[config.mk]
export PLATFORM = sky130hd
export DESIGN_NAME = regression_job_scheduler
export DESIGN_NICKNAME = d
export VERILOG_FILES = /design/src/rtl/regression_job_scheduler.sv
export SDC_FILE = /design/constraint.sdc
export NUM_CORES = 1
export LEC_CHECK = 0
export CORE_ASPECT_RATIO = 1.75
export CORE_MARGIN = 2
export CORE_UTILIZATION = 38
export CTS_BUF_LIST = sky130_fd_sc_hd__clkbuf_2
export DETAILED_ROUTE_END_ITERATION = 8
export PLACE_DENSITY = 0.72
export SYNTH_ARGS = -nofsm -noshare
export SYNTH_HDL_FRONTEND = slang
export SYNTH_SLANG_ARGS = --single-unit
[constraint.sdc]
create_clock -name clk_i -period 1.7 [get_ports clk_i]
set_clock_uncertainty 0.1 [all_clocks]
set_input_delay 0.17 -clock clk_i [delete_from_list [all_inputs] [get_ports clk_i]]
set_output_delay 0.17 -clock clk_i [all_outputs]
set_load 0.02 [all_outputs]
[src/rtl/regression_job_scheduler.sv]
// Regression job scheduler: shares one Regression engine among N_REQ requesters.
// Round-robin grant, one eng_start pulse, then tracking of eng_ready through
// ack (ready low) and completion (ready high). The engine results are captured
// and returned to the granted requester with a one-cycle done pulse.
// Optional build macro: REG_SCHED_TIMEOUT_EN adds a per-job wait timeout.
// When it is defined, a job aborts after TIMEOUT wait cycles in WAIT_ACK/WAIT_DONE.
// That abort returns zero results and raises timeout_err together with done.
module regression_job_scheduler #(
    parameter int unsigned N_REQ   = 4,
    parameter int unsigned DW      = 20,
    parameter int unsigned TIMEOUT = 1023
) (
    input  logic                            clk_i,
    input  logic                            rst_ni,
    input  logic [N_REQ-1:0]                req_i,
    output logic [N_REQ-1:0]                gnt_o,
    output logic [N_REQ-1:0]                done_o,
    output logic [DW-1:0]                   res_b1_o,
    output logic [DW-1:0]                   res_b0_o,
    output logic [$clog2(N_REQ)-1:0]        res_id_o,
    output logic                            busy_o,
    output logic                            timeout_err_o,
    output logic                            eng_start_o,
    input  logic                            eng_ready_i,
    input  logic [DW-1:0]                   eng_b_1_i,
    input  logic [DW-1:0]                   eng_b_0_i
);

    localparam int unsigned IDW = $clog2(N_REQ);
    localparam int unsigned PW  = IDW + 1;

    localparam logic [2:0] S_IDLE      = 3'd0;
    localparam logic [2:0] S_START     = 3'd1;
    localparam logic [2:0] S_WAIT_ACK  = 3'd2;
    localparam logic [2:0] S_WAIT_DONE = 3'd3;
    localparam logic [2:0] S_CAPTURE   = 3'd4;
    localparam logic [2:0] S_DONE      = 3'd5;

    logic [2:0]       state_q, state_d;
    logic [N_REQ-1:0] gnt_q, gnt_d;
    logic [N_REQ-1:0] done_q, done_d;
    logic [DW-1:0]    res_b1_q, res_b1_d;
    logic [DW-1:0]    res_b0_q, res_b0_d;
    logic [IDW-1:0]   res_id_q, res_id_d;
    logic [IDW-1:0]   id_q, id_d;
    logic [IDW-1:0]   rr_ptr_q, rr_ptr_d;
    logic             busy_q, busy_d;
    logic             eng_start_q, eng_start_d;

    logic             win_found;
    logic [IDW-1:0]   win_idx;
    logic [PW-1:0]    cand;

`ifdef REG_SCHED_TIMEOUT_EN
    localparam int unsigned CW = $clog2(TIMEOUT + 1);

    logic [CW-1:0]    tmo_cnt_q, tmo_cnt_d;
    logic             timeout_err_q, timeout_err_d;
`endif

    // Round-robin search: first requester after rr_ptr_q, wrapping back to rr_ptr_q itself
    always_comb begin
        win_found = 1'b0;
        win_idx   = '0;
        cand      = '0;
        for (int unsigned i = 1; i <= N_REQ; i++) begin
            cand = PW'({1'b0, rr_ptr_q}) + PW'(i);
            if (cand >= PW'(N_REQ)) begin
                cand = cand - PW'(N_REQ);
            end
            if (!win_found && req_i[cand[IDW-1:0]]) begin
                win_found = 1'b1;
                win_idx   = cand[IDW-1:0];
            end
        end
    end

    // Next-state and registered-output decode for the job sequencer
    always_comb begin
        state_d     = state_q;
        gnt_d       = gnt_q;
        done_d      = '0;
        res_b1_d    = res_b1_q;
        res_b0_d    = res_b0_q;
        res_id_d    = res_id_q;
        id_d        = id_q;
        rr_ptr_d    = rr_ptr_q;
        eng_start_d = 1'b0;
`ifdef REG_SCHED_TIMEOUT_EN
        tmo_cnt_d     = tmo_cnt_q;
        timeout_err_d = 1'b0;
`endif

        case (state_q)
            S_IDLE: begin
                if (win_found && eng_ready_i) begin
                    gnt_d   = N_REQ'(1) << win_idx;
                    id_d    = win_idx;
                    state_d = S_START;
                end
            end
            S_START: begin
                eng_start_d = 1'b1;
                state_d     = S_WAIT_ACK;
            end
            S_WAIT_ACK: begin
                if (!eng_ready_i) begin
                    state_d = S_WAIT_DONE;
                end
            end
            S_WAIT_DONE: begin
                if (eng_ready_i) begin
                    state_d = S_CAPTURE;
                end
            end
            S_CAPTURE: begin
                res_b1_d = eng_b_1_i;
                res_b0_d = eng_b_0_i;
                res_id_d = id_q;
                done_d   = N_REQ'(1) << id_q;
                state_d  = S_DONE;
            end
            S_DONE: begin
                gnt_d    = '0;
                rr_ptr_d = id_q;
                state_d  = S_IDLE;
            end
            default: begin
                gnt_d   = '0;
                state_d = S_IDLE;
            end
        endcase

`ifdef REG_SCHED_TIMEOUT_EN
        // Abort once TIMEOUT wait cycles have elapsed; overrides any engine progress that cycle
        if (state_q == S_START) begin
            tmo_cnt_d = '0;
        end else if ((state_q == S_WAIT_ACK) || (state_q == S_WAIT_DONE)) begin
            if (tmo_cnt_q == CW'(TIMEOUT - 1)) begin
                res_b1_d      = '0;
                res_b0_d      = '0;
                res_id_d      = id_q;
                done_d        = N_REQ'(1) << id_q;
                timeout_err_d = 1'b1;
                state_d       = S_DONE;
            end else begin
                tmo_cnt_d = CW'(tmo_cnt_q + CW'(1));
            end
        end
`endif

        busy_d = (state_d != S_IDLE);
    end

    // State and output registers
    always_ff @(posedge clk_i or negedge rst_ni) begin
        if (!rst_ni) begin
            state_q     <= S_IDLE;
            gnt_q       <= '0;
            done_q      <= '0;
            res_b1_q    <= '0;
            res_b0_q    <= '0;
            res_id_q    <= '0;
            id_q        <= '0;
            rr_ptr_q    <= IDW'(N_REQ - 1);
            busy_q      <= 1'b0;
            eng_start_q <= 1'b0;
        end else begin
            state_q     <= state_d;
            gnt_q       <= gnt_d;
            done_q      <= done_d;
            res_b1_q    <= res_b1_d;
            res_b0_q    <= res_b0_d;
            res_id_q    <= res_id_d;
            id_q        <= id_d;
            rr_ptr_q    <= rr_ptr_d;
            busy_q      <= busy_d;
            eng_start_q <= eng_start_d;
        end
    end

`ifdef REG_SCHED_TIMEOUT_EN
    // Timeout counter and error flag registers
    always_ff @(posedge clk_i or negedge rst_ni) begin
        if (!rst_ni) begin
            tmo_cnt_q     <= '0;
            timeout_err_q <= 1'b0;
        end else begin
            tmo_cnt_q     <= tmo_cnt_d;
            timeout_err_q <= timeout_err_d;
        end
    end

    assign timeout_err_o = timeout_err_q;
`else
    assign timeout_err_o = 1'b0;
`endif

    assign gnt_o       = gnt_q;
    assign done_o      = done_q;
    assign res_b1_o    = res_b1_q;
    assign res_b0_o    = res_b0_q;
    assign res_id_o    = res_id_q;
    assign busy_o      = busy_q;
    assign eng_start_o = eng_start_q;

endmodule

### Word-level counts from Yosys, hierarchy flattened

Index checks and enable logic that the tools add are counted.

| word-level totals | value |
|---|---|
| flip-flop bits (word level) | 59 |
| bits in latches | 0 |
| bits in writable memories | 0 |
| memory bits (read-only) | 0 |
| input port bits | 47 |
| output and inout port bits | 53 |
| logic and storage cells | 75 |
| memories | 0 |

| cells by class | value |
|---|---|
| $add $sub $neg | 8 |
| $mul | 0 |
| div/mod/pow operators | 0 |
| $lt $le $gt $ge | 8 |
| equal/unequal tests | 6 |
| shift operators | 2 |
| mux-type cells | 28 |
| bitwise gates (word level) | 1 |
| reduce and logical (&&, ||, !) cells | 12 |

Operators by type and width:

| cell | number |
|---|---|
| 2-to-1 mux 2 bit | 8 |
| one-hot mux 3 bit (5 select lines) | 1 |
| >= comparator 3 bit (second input constant) | 4 |
| < comparator 2 x 3 -> 1 bit (second input constant) | 4 |
| 2-to-1 mux 1 bit | 9 |
| 2-to-1 mux 3 bit | 3 |
| binary-select mux 1 bit (select 2 bit) | 4 |
| 2-to-1 mux 4 bit | 2 |
| one-hot mux 4 bit (2 select lines) | 1 |
| << shifter 1 x 2 -> 4 bit (first input constant) | 2 |
| subtractor 2 x 1 -> 2 bit (second input constant) | 4 |
| adder 2 x 2 -> 3 bit (second input constant) | 2 |
| equality test 3 x 2 -> 1 bit (second input constant) | 2 |
| equality test 3 bit (second input constant) | 2 |
| logical AND 1 bit | 4 |
| AND reduction 2 bit | 2 |
| OR reduction 4 bit | 1 |
| adder 2 x 1 -> 3 bit (second input constant) | 1 |
| adder 2 x 3 -> 3 bit (second input constant) | 1 |
| equality test 3 x 1 -> 1 bit (second input constant) | 1 |
| logical NOT 1 bit | 3 |
| logical NOT 3 bit | 1 |
| nonzero test 3 bit | 1 |
| != test 2 bit (second input constant) | 1 |
| NOT 1 bit | 1 |

### Logic depth before layout (Yosys ltp)

| depth | value |
|---|---|
| depth after elaboration | 19 |
| depth in mapped cells | 6 |
| mapped depth without buffers | 4 |

### Least setup slack after synthesis

OpenSTA, ideal clock, no wires.

| timing path | value |
|---|---|
| kind | reg2reg |
| start | register rr_ptr_q[0] |
| end | register gnt_q[1], in the netlist gnt_o[1] |
| arrival | 1.293 ns |
| setup slack | 0.216 ns |
| stages on the path, launching flop included | 4 |
| cell sequence | dfstp_2 -> and3b_1 -> o32a_4 -> o31ai_2 |

| on the way | value |
|---|---|
| longest elaborated chain between the ends | 18 |
| elaborated cells between the ends (all ways) | 44 |
| classes of those cells | 8 x add/sub; 4 x order compare; 1 x eq/ne; 1 x shift; 22 x mux; 8 x reduce/logical |

RTL lines:

| what | RTL line | RTL |
|---|---|---|
| start, declared | 46 | `logic [IDW-1:0] rr_ptr_q, rr_ptr_d;` |
| start signal, assigned | 165 | `rr_ptr_q <= IDW'(N_REQ - 1);` |
| start signal, assigned | 176 | `rr_ptr_q <= rr_ptr_d;` |
| adder 2 x 1 -> 3 bit | 67 | `cand = PW'({1'b0, rr_ptr_q}) + PW'(i);` |
| >= comparator 3 bit or subtractor 2 x 1 -> 2 bit (tied branches) | 68, 69 |  |
| 2-to-1 mux 2 bit | 68 | `if (cand >= PW'(N_REQ)) begin` |
| binary-select mux 1 bit (select 2 bit) | 71 | `if (!win_found && req_i[cand[IDW-1:0]]) begin` |
| 2-to-1 mux 1 bit (not written as such) | 71 |  |
| 2-to-1 mux 1 bit | 71 |  |
| logical NOT 1 bit | 71 |  |
| logical AND 1 bit | 71 |  |
| [2 not listed] | -- |  |
| logical AND 1 bit | 71 |  |
| 2-to-1 mux 1 bit | 71 |  |
| logical NOT 1 bit | 71 |  |
| logical AND 1 bit | 71 |  |
| 2-to-1 mux 2 bit or 2-to-1 mux 1 bit (tied branches) | 71 |  |
| << shifter 1 x 2 -> 4 bit or logical AND 1 bit (tied branches) | 97, 96 |  |
| 2-to-1 mux 4 bit or != test 2 bit (tied branches) | -- |  |
| one-hot mux 4 bit (2 select lines) or AND reduction 2 bit (tied branches) | -- |  |
| end signal, assigned | 170 | `gnt_q <= gnt_d;` |
| end, declared | 40 | `logic [N_REQ-1:0] gnt_q, gnt_d;` |

Parallel ways exist; a longest one is shown, timed or not. The select of a mux whose other input is x is not followed.
A chain may end at the register's enable or synchronous reset.

### Final worst setup path

| timing path | value |
|---|---|
| start | register rr_ptr_q[1] |
| end | register gnt_q[1], in the netlist gnt_o[1] |

The elaborated chain is that of the path after synthesis.

==> results.py <==
metrics = {
    "power": {
        "ir_drop_uv": 756,
        "finalPower_mw": 6.08,
        "powerDensity_nw_per_um2": 1700,
        "leakagePower_nw": 1.84,
    },
    "timing": {
        "finalSetupTns_ns": 0,
        "fmax_mhz": 633,
        "finalMaxSlewViolations": 0,
        "fin_hold_ws_ns": 0.0342,
        "rsz0062_at_grt": "no",
        "finalCriticalPeriod_ns": 1.58,
        "setup_ws_ns": 0.120,
        "period_share": 0.930,
        "hold_viol": 0,
        "setup_viol": 0,
    },
    "clocking": {
        "clkTransAtPathRegs_ns": 0.18,
        "cts_buffer_depth": 2,
        "clockRootBuffer": "clkbuf_2",
        "clk_latency_ns": 0.48,
        "clock-sinks": 59,
        "cts_max_level": 3,
        "numCtsBuffers": 9,
        "cts_tree": "yes",
    },
    "place": {
        "dp_cells": 424,
        "finalWeightedCongestion": 0.787,
        "dp_slack_ns": -0.0466,
        "placed_area_sq_um": 3510,
        "io_buffers": 98,
        "hpwlAfterDp_um": 4120,
    },
    "layout": {
        "syn_to_final_growth_pct": 48.4,
        "nFillCells": 600,
        "diodes": 0,
        "utilization": 0.578,
        "finalNonFillerCells": 441,
        "final_common_cell": "nand2_1",
        "postLayoutCellArea_sq_um": 3570,
        "final_cell_mix": "131 x nand2_1, 57 x dfrtp_1, 52 x dlygate4sd2_1",
        "drive_gt1_frac": 0.102,
        "fin_nets": 403,
    },
    "route": {
        "wirelength_um": 5740,
        "via_per_inst": 4.69,
        "drtAntennaViolNets": 0,
        "post_drt_wl_per_cell_um": 13.0,
        "dr.pass1.iters": 4,
        "drcViolationCount": 0,
        "drt-initial-drc-count": 82,
        "routed-via-count": 2069,
    },
    "floorplanning": {
        "die_area_sq_um": 7010,
        "fp.coreArea_sq_um": 6180,
        "start_util": 0.389,
        "rows": 38,
        "top_level_ports": 100,
        "die_width_um": 64.2,
        "die_h_um": 109,
    },
    "yosys": {
        "synth_fp_nets": 298,
        "avgSynthCellArea_sq_um": 9.59,
        "ys.flop_type": "dfrtp_1",
        "async_flop_share": 1.00,
        "syn_inst": 251,
        "ys.warnings.count": 0,
        "synth-seq-cells": 59,
        "synth_edf_count": 0,
        "ys_seq_area_frac": 0.615,
        "synth.distinct_cells": 35,
        "syn_area_sq_um": 2410,
    },
    "global_routing": {
        "grt_pass1_vias": 2029,
        "grt_pass1_wl_um": 9540,
        "gr-total-overflow": 0,
        "grt_start_max_net_pins": 45,
        "antenna_found_initial": 0,
        "grt_use_total": 0.180,
    },
    "setup_path": {
        "cp_data_required_time_ns": 2.01,
        "path_max_fanout": 6,
        "endpoint_kind": "flip-flop",
        "r2r_cells": 4,
        "start_kind": "flip-flop",
        "critPathArrivalTime_ns": 1.89,
        "worst-setup-path-type": "flip-flop to flip-flop",
    },
    "min_path": {
        "worstHoldPathType": "input port to asynchronous set/reset pin",
    },
    "flow_run": {
        "cap_violations": 0,
    },
    "run_status": {
        "status": "complete, no violations",
    },
}
[layout make-up]
cell class                 instances  area (sq um)  share of cell area
sequential                        59          1480               0.414
timing repair buffer             106          1010               0.283
multi-input combinational        180           867               0.243
tap                               80           100              0.0280
clock inverter                     7          68.8              0.0193
clock buffer                       9          45.0              0.0126
[metal layers]
layer / up-vias / GRT usage / routed length, um
met3: 19 / 0.0433 / 315
met4: 0 / 0.117 / 214
met1: 961 / 0.193 / 2140
li1: 1015 / - / -
met5: - / 0 / 0
met2: 74 / 0.313 / 3070
[sequential cells by signal (all words and copies together), names as in the netlist]
register and count:
busy_o 1, done_o 4, eng_start_o 1, gnt_o 4, id_q 2, res_b0_o 20
res_b1_o 20, res_id_o 2, rr_ptr_q 2, state_q 3
[cell usage after synthesis, drive strengths merged, types with 2 or more instances]
cell type / n / area share
nor3: 2 / 0.0042
nor2b: 2 / 0.0052
mux2: 2 / 0.0094
nor3b: 2 / 0.0083
clkbuf: 2 / 0.0031
o31ai: 2 / 0.010
o21ai: 7 / 0.016
mux2i: 2 / 0.0083
nor2: 3 / 0.0047
nand2: 132 / 0.21
dfstp: 2 / 0.022
dfrtp: 57 / 0.59
buf: 10 / 0.022
a21oi: 6 / 0.017
and3: 6 / 0.016
nand3b: 2 / 0.0078
[kinds of logic (layout without fill, tap and decap cells)]
kind of cell,count (synthesis),after routing,synth area share
other cells,1,1,0.00156
buf+inv,12,122,0.0250
mux,4,4,0.0177
compound gates,19,19,0.0681
simple gates,156,156,0.273
flops,59,59,0.615
[report_power, final]
| part | switching (mW) | internal, mW | total (mW) |
|---|---|---|---|
| combinational | 1.66 | 1.12 | 2.78 |
| clock | 0.524 | 0.333 | 0.858 |
| sequential | 0.382 | 2.05 | 2.44 |
| total | 2.57 | 3.51 | 6.08 |
[critical path, cell delays in order (launching register included)]
cell and delay [ns]:
dfstp_2 0.62, mux2i_1 0.22, a22oi_1 0.14, and2b_1 0.22, o31ai_2 0.20
[final timing paths]
check | slack (ns) | to | startpoint
max | 0.12 | gnt_o[1] | rr_ptr_q[1]
min | 0.03 | res_b1_o[10] | rst_ni
max reg2reg | 0.12 | gnt_o[1] | rr_ptr_q[1]
min reg2reg | 0.39 | res_b0_o[3] | res_b0_o[3]
max in group asynchronous | 0.87 | res_b0_o[2] | rst_ni
min in group clk_i | 0.07 | res_b1_o[1] | eng_b_1_i[1]
[what timing repair did]
item,in CTS,in global routing
buffers inserted,0,0
hold buffers,1,0
endpoints found under the hold margin,59,0
endpoints found under the setup margin,52,0
resized for setup,52,0
Note: power is estimated with default switching activity, not from simulation.
